`config.mk`:
```
export PLATFORM = sky130hd
export DESIGN_NAME = conv_window_sequencer
export DESIGN_NICKNAME = d
export VERILOG_FILES = /design/src/rtl/conv_window_sequencer.sv
export SDC_FILE = /design/constraint.sdc
export NUM_CORES = 1
export LEC_CHECK = 0
export BUFFER_PORTS_ARGS = -buffer_cell sky130_fd_sc_hd__buf_2
export CAP_MARGIN = 20
export CORE_ASPECT_RATIO = 0.7
export CORE_UTILIZATION = 50
export CTS_CLUSTER_DIAMETER = 120
export DETAILED_ROUTE_END_ITERATION = 16
export PLACE_DENSITY_LB_ADDON = 0.1
export SYNTH_ARGS = -nofsm -noshare
export SYNTH_HDL_FRONTEND = slang
export SYNTH_SLANG_ARGS = --single-unit
```
`constraint.sdc`:
```
create_clock -name clk -period 9.55 [get_ports clk]
set_input_delay 0.955 -clock clk [delete_from_list [all_inputs] [get_ports clk]]
set_output_delay 0.955 -clock clk [all_outputs]
set_load 0.01 [all_outputs]
```
`src/rtl/conv_window_sequencer.sv`:
```
// KxK valid-only window scanner feeding the Gabor MAC ALU: issues pixel/coefficient
// reads one tap per cycle and presents aligned pixel/coefficient pairs with a last-tap flag.
module conv_window_sequencer #(
  parameter int IMG_W   = 64,
  parameter int IMG_H   = 64,
  parameter int K       = 5,
  parameter int ADDR_W  = 12,
  parameter int KADDR_W = 5,
  parameter int DATA_W  = 32
) (
  input  logic               clk,
  input  logic               reset,
  input  logic               start,
  output logic [ADDR_W-1:0]  pix_addr,
  output logic               pix_rd_en,
  input  logic [DATA_W-1:0]  pix_rd_data,
  output logic [KADDR_W-1:0] coef_addr,
  input  logic [DATA_W-1:0]  coef_data,
  output logic [DATA_W-1:0]  read_data,
  output logic [DATA_W-1:0]  kernel_val,
  output logic               pixel_valid,
  output logic [15:0]        win_x,
  output logic [15:0]        win_y,
  output logic               busy,
  output logic               done
);

  typedef enum logic [1:0] {
    S_IDLE,
    S_RUN,
    S_DRAIN,
    S_DONE
  } state_e;

  localparam logic [15:0]       K_LAST   = 16'(K - 1);
  localparam logic [15:0]       WX_LAST  = 16'(IMG_W - K);
  localparam logic [15:0]       WY_LAST  = 16'(IMG_H - K);
  localparam logic [ADDR_W-1:0] ROW_STEP = ADDR_W'(IMG_W);
  localparam logic [ADDR_W-1:0] ADDR_ONE = ADDR_W'(1);

  state_e state_q, state_d;
  logic   drain_q, drain_d;

  logic [15:0] kx_q, kx_d;
  logic [15:0] ky_q, ky_d;
  logic [15:0] wx_q, wx_d;
  logic [15:0] wy_q, wy_d;

  // addr = row_base + kx, row_base = win_base + ky*IMG_W, win_base = wrow + wx, wrow = wy*IMG_W
  logic [ADDR_W-1:0]  addr_q, addr_d;
  logic [ADDR_W-1:0]  row_base_q, row_base_d;
  logic [ADDR_W-1:0]  win_base_q, win_base_d;
  logic [ADDR_W-1:0]  wrow_q, wrow_d;
  logic [KADDR_W-1:0] coef_q, coef_d;

  logic        tv1_q, tv1_d;
  logic        lt1_q, lt1_d;
  logic [15:0] wx1_q, wx1_d;
  logic [15:0] wy1_q, wy1_d;

  logic [DATA_W-1:0] read_data_q, read_data_d;
  logic [DATA_W-1:0] kernel_val_q, kernel_val_d;
  logic              pv_q, pv_d;
  logic [15:0]       win_x_q, win_x_d;
  logic [15:0]       win_y_q, win_y_d;

  logic tap;
  logic kx_end, ky_end, wx_end, wy_end;
  logic last_tap;

  assign tap      = (state_q == S_RUN);
  assign kx_end   = (kx_q == K_LAST);
  assign ky_end   = (ky_q == K_LAST);
  assign wx_end   = (wx_q == WX_LAST);
  assign wy_end   = (wy_q == WY_LAST);
  assign last_tap = tap & kx_end & ky_end;

  always_comb begin
    state_d    = state_q;
    drain_d    = drain_q;
    kx_d       = kx_q;
    ky_d       = ky_q;
    wx_d       = wx_q;
    wy_d       = wy_q;
    addr_d     = addr_q;
    row_base_d = row_base_q;
    win_base_d = win_base_q;
    wrow_d     = wrow_q;
    coef_d     = coef_q;

    case (state_q)
      S_IDLE: begin
        if (start) state_d = S_RUN;
      end

      S_RUN: begin
        if (!kx_end) begin
          kx_d   = kx_q + 16'd1;
          addr_d = addr_q + ADDR_ONE;
          coef_d = coef_q + KADDR_W'(1);
        end else if (!ky_end) begin
          kx_d       = '0;
          ky_d       = ky_q + 16'd1;
          row_base_d = row_base_q + ROW_STEP;
          addr_d     = row_base_q + ROW_STEP;
          coef_d     = coef_q + KADDR_W'(1);
        end else if (!wx_end) begin
          kx_d       = '0;
          ky_d       = '0;
          coef_d     = '0;
          wx_d       = wx_q + 16'd1;
          win_base_d = win_base_q + ADDR_ONE;
          row_base_d = win_base_q + ADDR_ONE;
          addr_d     = win_base_q + ADDR_ONE;
        end else if (!wy_end) begin
          kx_d       = '0;
          ky_d       = '0;
          coef_d     = '0;
          wx_d       = '0;
          wy_d       = wy_q + 16'd1;
          wrow_d     = wrow_q + ROW_STEP;
          win_base_d = wrow_q + ROW_STEP;
          row_base_d = wrow_q + ROW_STEP;
          addr_d     = wrow_q + ROW_STEP;
        end else begin
          // Final tap of the frame: rewind so IDLE/DRAIN present a zero address.
          kx_d       = '0;
          ky_d       = '0;
          wx_d       = '0;
          wy_d       = '0;
          coef_d     = '0;
          addr_d     = '0;
          row_base_d = '0;
          win_base_d = '0;
          wrow_d     = '0;
          drain_d    = 1'b0;
          state_d    = S_DRAIN;
        end
      end

      S_DRAIN: begin
        drain_d = 1'b1;
        if (drain_q) begin
          drain_d = 1'b0;
          state_d = S_DONE;
        end
      end

      S_DONE: begin
        state_d = S_IDLE;
      end

      default: begin
        state_d = S_IDLE;
      end
    endcase
  end

  // Tap flags and window tag follow the RAM/ROM read latency, then gate the ALU operands.
  always_comb begin
    tv1_d        = tap;
    lt1_d        = last_tap;
    wx1_d        = wx_q;
    wy1_d        = wy_q;
    read_data_d  = tv1_q ? pix_rd_data : '0;
    kernel_val_d = tv1_q ? coef_data : '0;
    pv_d         = tv1_q & lt1_q;
    win_x_d      = pv_d ? wx1_q : win_x_q;
    win_y_d      = pv_d ? wy1_q : win_y_q;
  end

  always_ff @(posedge clk or posedge reset) begin
    if (reset) begin
      state_q      <= S_IDLE;
      drain_q      <= 1'b0;
      kx_q         <= '0;
      ky_q         <= '0;
      wx_q         <= '0;
      wy_q         <= '0;
      addr_q       <= '0;
      row_base_q   <= '0;
      win_base_q   <= '0;
      wrow_q       <= '0;
      coef_q       <= '0;
      tv1_q        <= 1'b0;
      lt1_q        <= 1'b0;
      wx1_q        <= '0;
      wy1_q        <= '0;
      read_data_q  <= '0;
      kernel_val_q <= '0;
      pv_q         <= 1'b0;
      win_x_q      <= '0;
      win_y_q      <= '0;
    end else begin
      state_q      <= state_d;
      drain_q      <= drain_d;
      kx_q         <= kx_d;
      ky_q         <= ky_d;
      wx_q         <= wx_d;
      wy_q         <= wy_d;
      addr_q       <= addr_d;
      row_base_q   <= row_base_d;
      win_base_q   <= win_base_d;
      wrow_q       <= wrow_d;
      coef_q       <= coef_d;
      tv1_q        <= tv1_d;
      lt1_q        <= lt1_d;
      wx1_q        <= wx1_d;
      wy1_q        <= wy1_d;
      read_data_q  <= read_data_d;
      kernel_val_q <= kernel_val_d;
      pv_q         <= pv_d;
      win_x_q      <= win_x_d;
      win_y_q      <= win_y_d;
    end
  end

  assign pix_addr    = addr_q;
  assign pix_rd_en   = tap;
  assign coef_addr   = coef_q;
  assign read_data   = read_data_q;
  assign kernel_val  = kernel_val_q;
  assign pixel_valid = pv_q;
  assign win_x       = win_x_q;
  assign win_y       = win_y_q;
  assign busy        = (state_q == S_RUN) || (state_q == S_DRAIN);
  assign done        = (state_q == S_DONE);

endmodule

```
==> flow_summary.yaml <==
routing:
  firstDrtPassIters: 5
  routed_wl_mm: 23.3
  vias: 7450
  drt.antenna.violating_nets: 0
  drt_iter0_drc: 579
  vias_per_cell: 5.41
  wl_per_cell_um: 17.0
  drc: 0
grt:
  grt_util_all_layers_pct: 22.1
  antenna_found_initial: 0
  grt_pass1_wl_mm: 37.7
  grt-ovfl-total: 0
  first_global_vias: 6901
  grt_max_degree: 131
finish:
  drive_above_1_share_pct: 25.0
  final_nets: 1171
  fillers: 1631
  fin_cells: 1376
  n_antenna_cell: 0
  final_util_pct: 61.8
  area_growth_pct: 19.3
sta:
  relSlewSlack_pct: 29.3
  fin_crit_ps: 3630
  tns_ps: 0
  period_share_pct: 38.0
  rsz0062_at_grt: "false"
  hold_viol_final: 0
  final_max_slew_viol_count: 0
  skew_ps: 16.7
  tightest_slew_ps: 1060
  setup_viol: 0
  fmax_ghz: 0.276
clock_tree:
  clock_path_buffers: 3
  hold_buffers: 0
  h-tree-depth: 1
  cts_setup_buffers: 0
  cts_buffers: 24
  cts_tree: "built"
  clock_sinks: 251
  cts-root-buf: "clkbuf_16"
  clk_pin_slew_worst_paths_ps: 70
  ctsResizeCount: 0
  clk_latency_ps: 520
setup_path:
  r2r_setup_slack_ps: 5920
  critPathCaptureType: "flop"
  crit_chain: "nor4b_1 -> and4_1 -> nand4_1 -> nand2b_1 -> o31ai_1"
  worstSetupPathType: "flop to flop"
  r2r-end: "wy1_d[14]"
  cp_data_required_time_ps: 9970
  startpoint: "ky_q[4]"
  slowest_stage: "nand4_1"
  start_kind: "flop"
  r2r_cells: 5
  r2r_start: "ky_q[4]"
  worstPathArrival_ps: 4040
  endpoint: "wy1_d[14]"
  slowest_delay_ps: 890
  worst-path-max-fanout: 20
synthesis:
  synth.most_common_cell: "dfrtp_1"
  syn-cell-area_um2: 10400
  ys_seq_area_share_pct: 60.4
  ys_top_cells_by_count: "dfrtp_1, and2_1, nand2_1, nor2_1, o21ai_0"
  synth_ff_type: "dfrtp_1"
  syn_avg_cell_area_um2: 11.5
  synth_top_area_share_pct: 60.4
  ys_ff_latch: 251
  syn_nets: 989
  synth_top_cell_by_area: "dfrtp_1"
  synth-warning-count: 0
  syn_inst: 907
  synth_area_leaders: "dfrtp_1, and2_1, mux2_2"
  synth_edf_count: 0
  async_flop_share_pct: 100
  synthDistinctLibCells: 57
hold_path:
  hold_path_class: "flop to flop"
  hold_depth: 0
placed_design:
  port_buffers: 183
  dpl.hpwl_mm: 15.9
  dpl.cell_count: 1333
  gp_congestion: 0.874
floorplan:
  die_w_um: 174
  core.rowCount: 43
  coreArea_um2: 20100
  dieHeight_um: 123
  start_util_pct: 51.8
  die_area_um2: 21400
  io_pins: 184
power_and_ir_drop:
  powerDensity_nw_per_um2: 171
  vdd_drop_max_mv: 0.105
  cellLeakagePower_nw: 6.06
run_status:
  status: "completed"
flow_run:
  maxCapViolations: 0
==> cell usage in the layout (no fill, tap or decap), types with 4 or more instances in the layout <==
cell type and n:
a21oi_1 15, or4_1 4, inv_1 21, nand4_1 30, or3_1 9, xor2_1 34, nand2_1 65, and2_1 68
ha_1 15, nand3_1 43, nor3_1 19, clkbuf_16 24, o21ai_0 51, and4_1 7, nand2b_1 6, xnor2_1 30
nor4_1 15, buf_4 8, a211oi_1 10, buf_2 183, dfrtp_1 251, clkbuf_1 5, nor2b_1 7, a21o_1 9
o31ai_1 11, o22ai_1 6, and3_1 7, clkbuf_8 5, mux2_2 34, nor2_1 58
==> worst min-delay path by stage <==
stage | end | start
after floorplan | wy1_q[6] | wy1_d[6]
after global placement | wy1_q[13] | wy1_d[13]
after detailed placement | wx1_q[14] | wx1_d[14]
after CTS | wy1_q[13] | wy1_d[13]
after global routing | wx1_q[13] | wx1_d[13]
final | wy1_q[13] | wy1_d[13]
==> cell families (layout without fill, tap and decap cells) <==
logic type	after synthesis	in the layout	synth area share [%]
buffers and inverters	58	257	2.21
XOR/XNOR	64	64	5.39
multiplexers	38	38	4.12
AO/OA/AOI/OAI	123	123	7.50
AND/OR/NAND/NOR	358	358	18.6
flip-flops	251	251	60.4
adder cells (fa/ha/maj)	15	15	1.80
==> metal layers <==
layer,vias up,part of all wire [%],GRT usage (%)
li1,3541,-,-
met1,3650,50,35.0
met2,227,42,32.0
met3,32,5.6,3.41
met4,0,1.7,4.61
met5,-,0,0
==> metrics by stage <==
step | power [mW] | worst slack, ps | hold slack (ps) | area [µm²]
after floorplan | 1.13 | 1700 | 374 | 10400
after global placement | 1.17 | 6130 | 409 | 11600
after detailed placement | 1.17 | 6030 | 408 | 11600
after CTS | 2.15 | 6010 | 413 | 12400
after global routing | 2.20 | 5740 | 441 | 12400
final | 2.13 | 5920 | 417 | 12400
==> final cells by class <==
type	count	area [µm²]	area share, %
clock buffer	34	688	5.55
clock inverter	9	136	1.10
inverter	23	93.8	0.756
multi-input combinational	598	3890	31.4
sequential	251	6280	50.6
tap	270	338	2.72
timing repair buffer	191	976	7.87
==> registers in the layout, summed over array words and instances, names as in the netlist <==
signal and cells:
wy1_d 16, win_x 16, pix_addr 12, coef_addr 5
kx_q 16, wx1_d 16, win_base_q 12, drain_q 1
pixel_valid 1, wy1_q 16, tv1_q 1, ky_q 16
wx1_q 16, lt1_q 1, read_data 32, kernel_val 32
wrow_q 12, win_y 16, row_base_q 12, state_q 2
==> report_power, final <==
group | switching, mW | internal [mW] | leakage (nW) | total, mW
combinational | 0.0391 | 0.0261 | 2.36 | 0.0652
clock | 0.397 | 0.584 | 0.399 | 0.981
sequential | 0.00295 | 1.08 | 3.30 | 1.08
total | 0.439 | 1.69 | 6.06 | 2.13
==> critical path: cells and delay by family (launching register included) <==
kind	cells	cell delay, ps
AO/OA/AOI/OAI	1	290
flip-flops	1	450
AND/OR/NAND/NOR	4	2770
No activity file was read; power rests on OpenSTA's default activity.
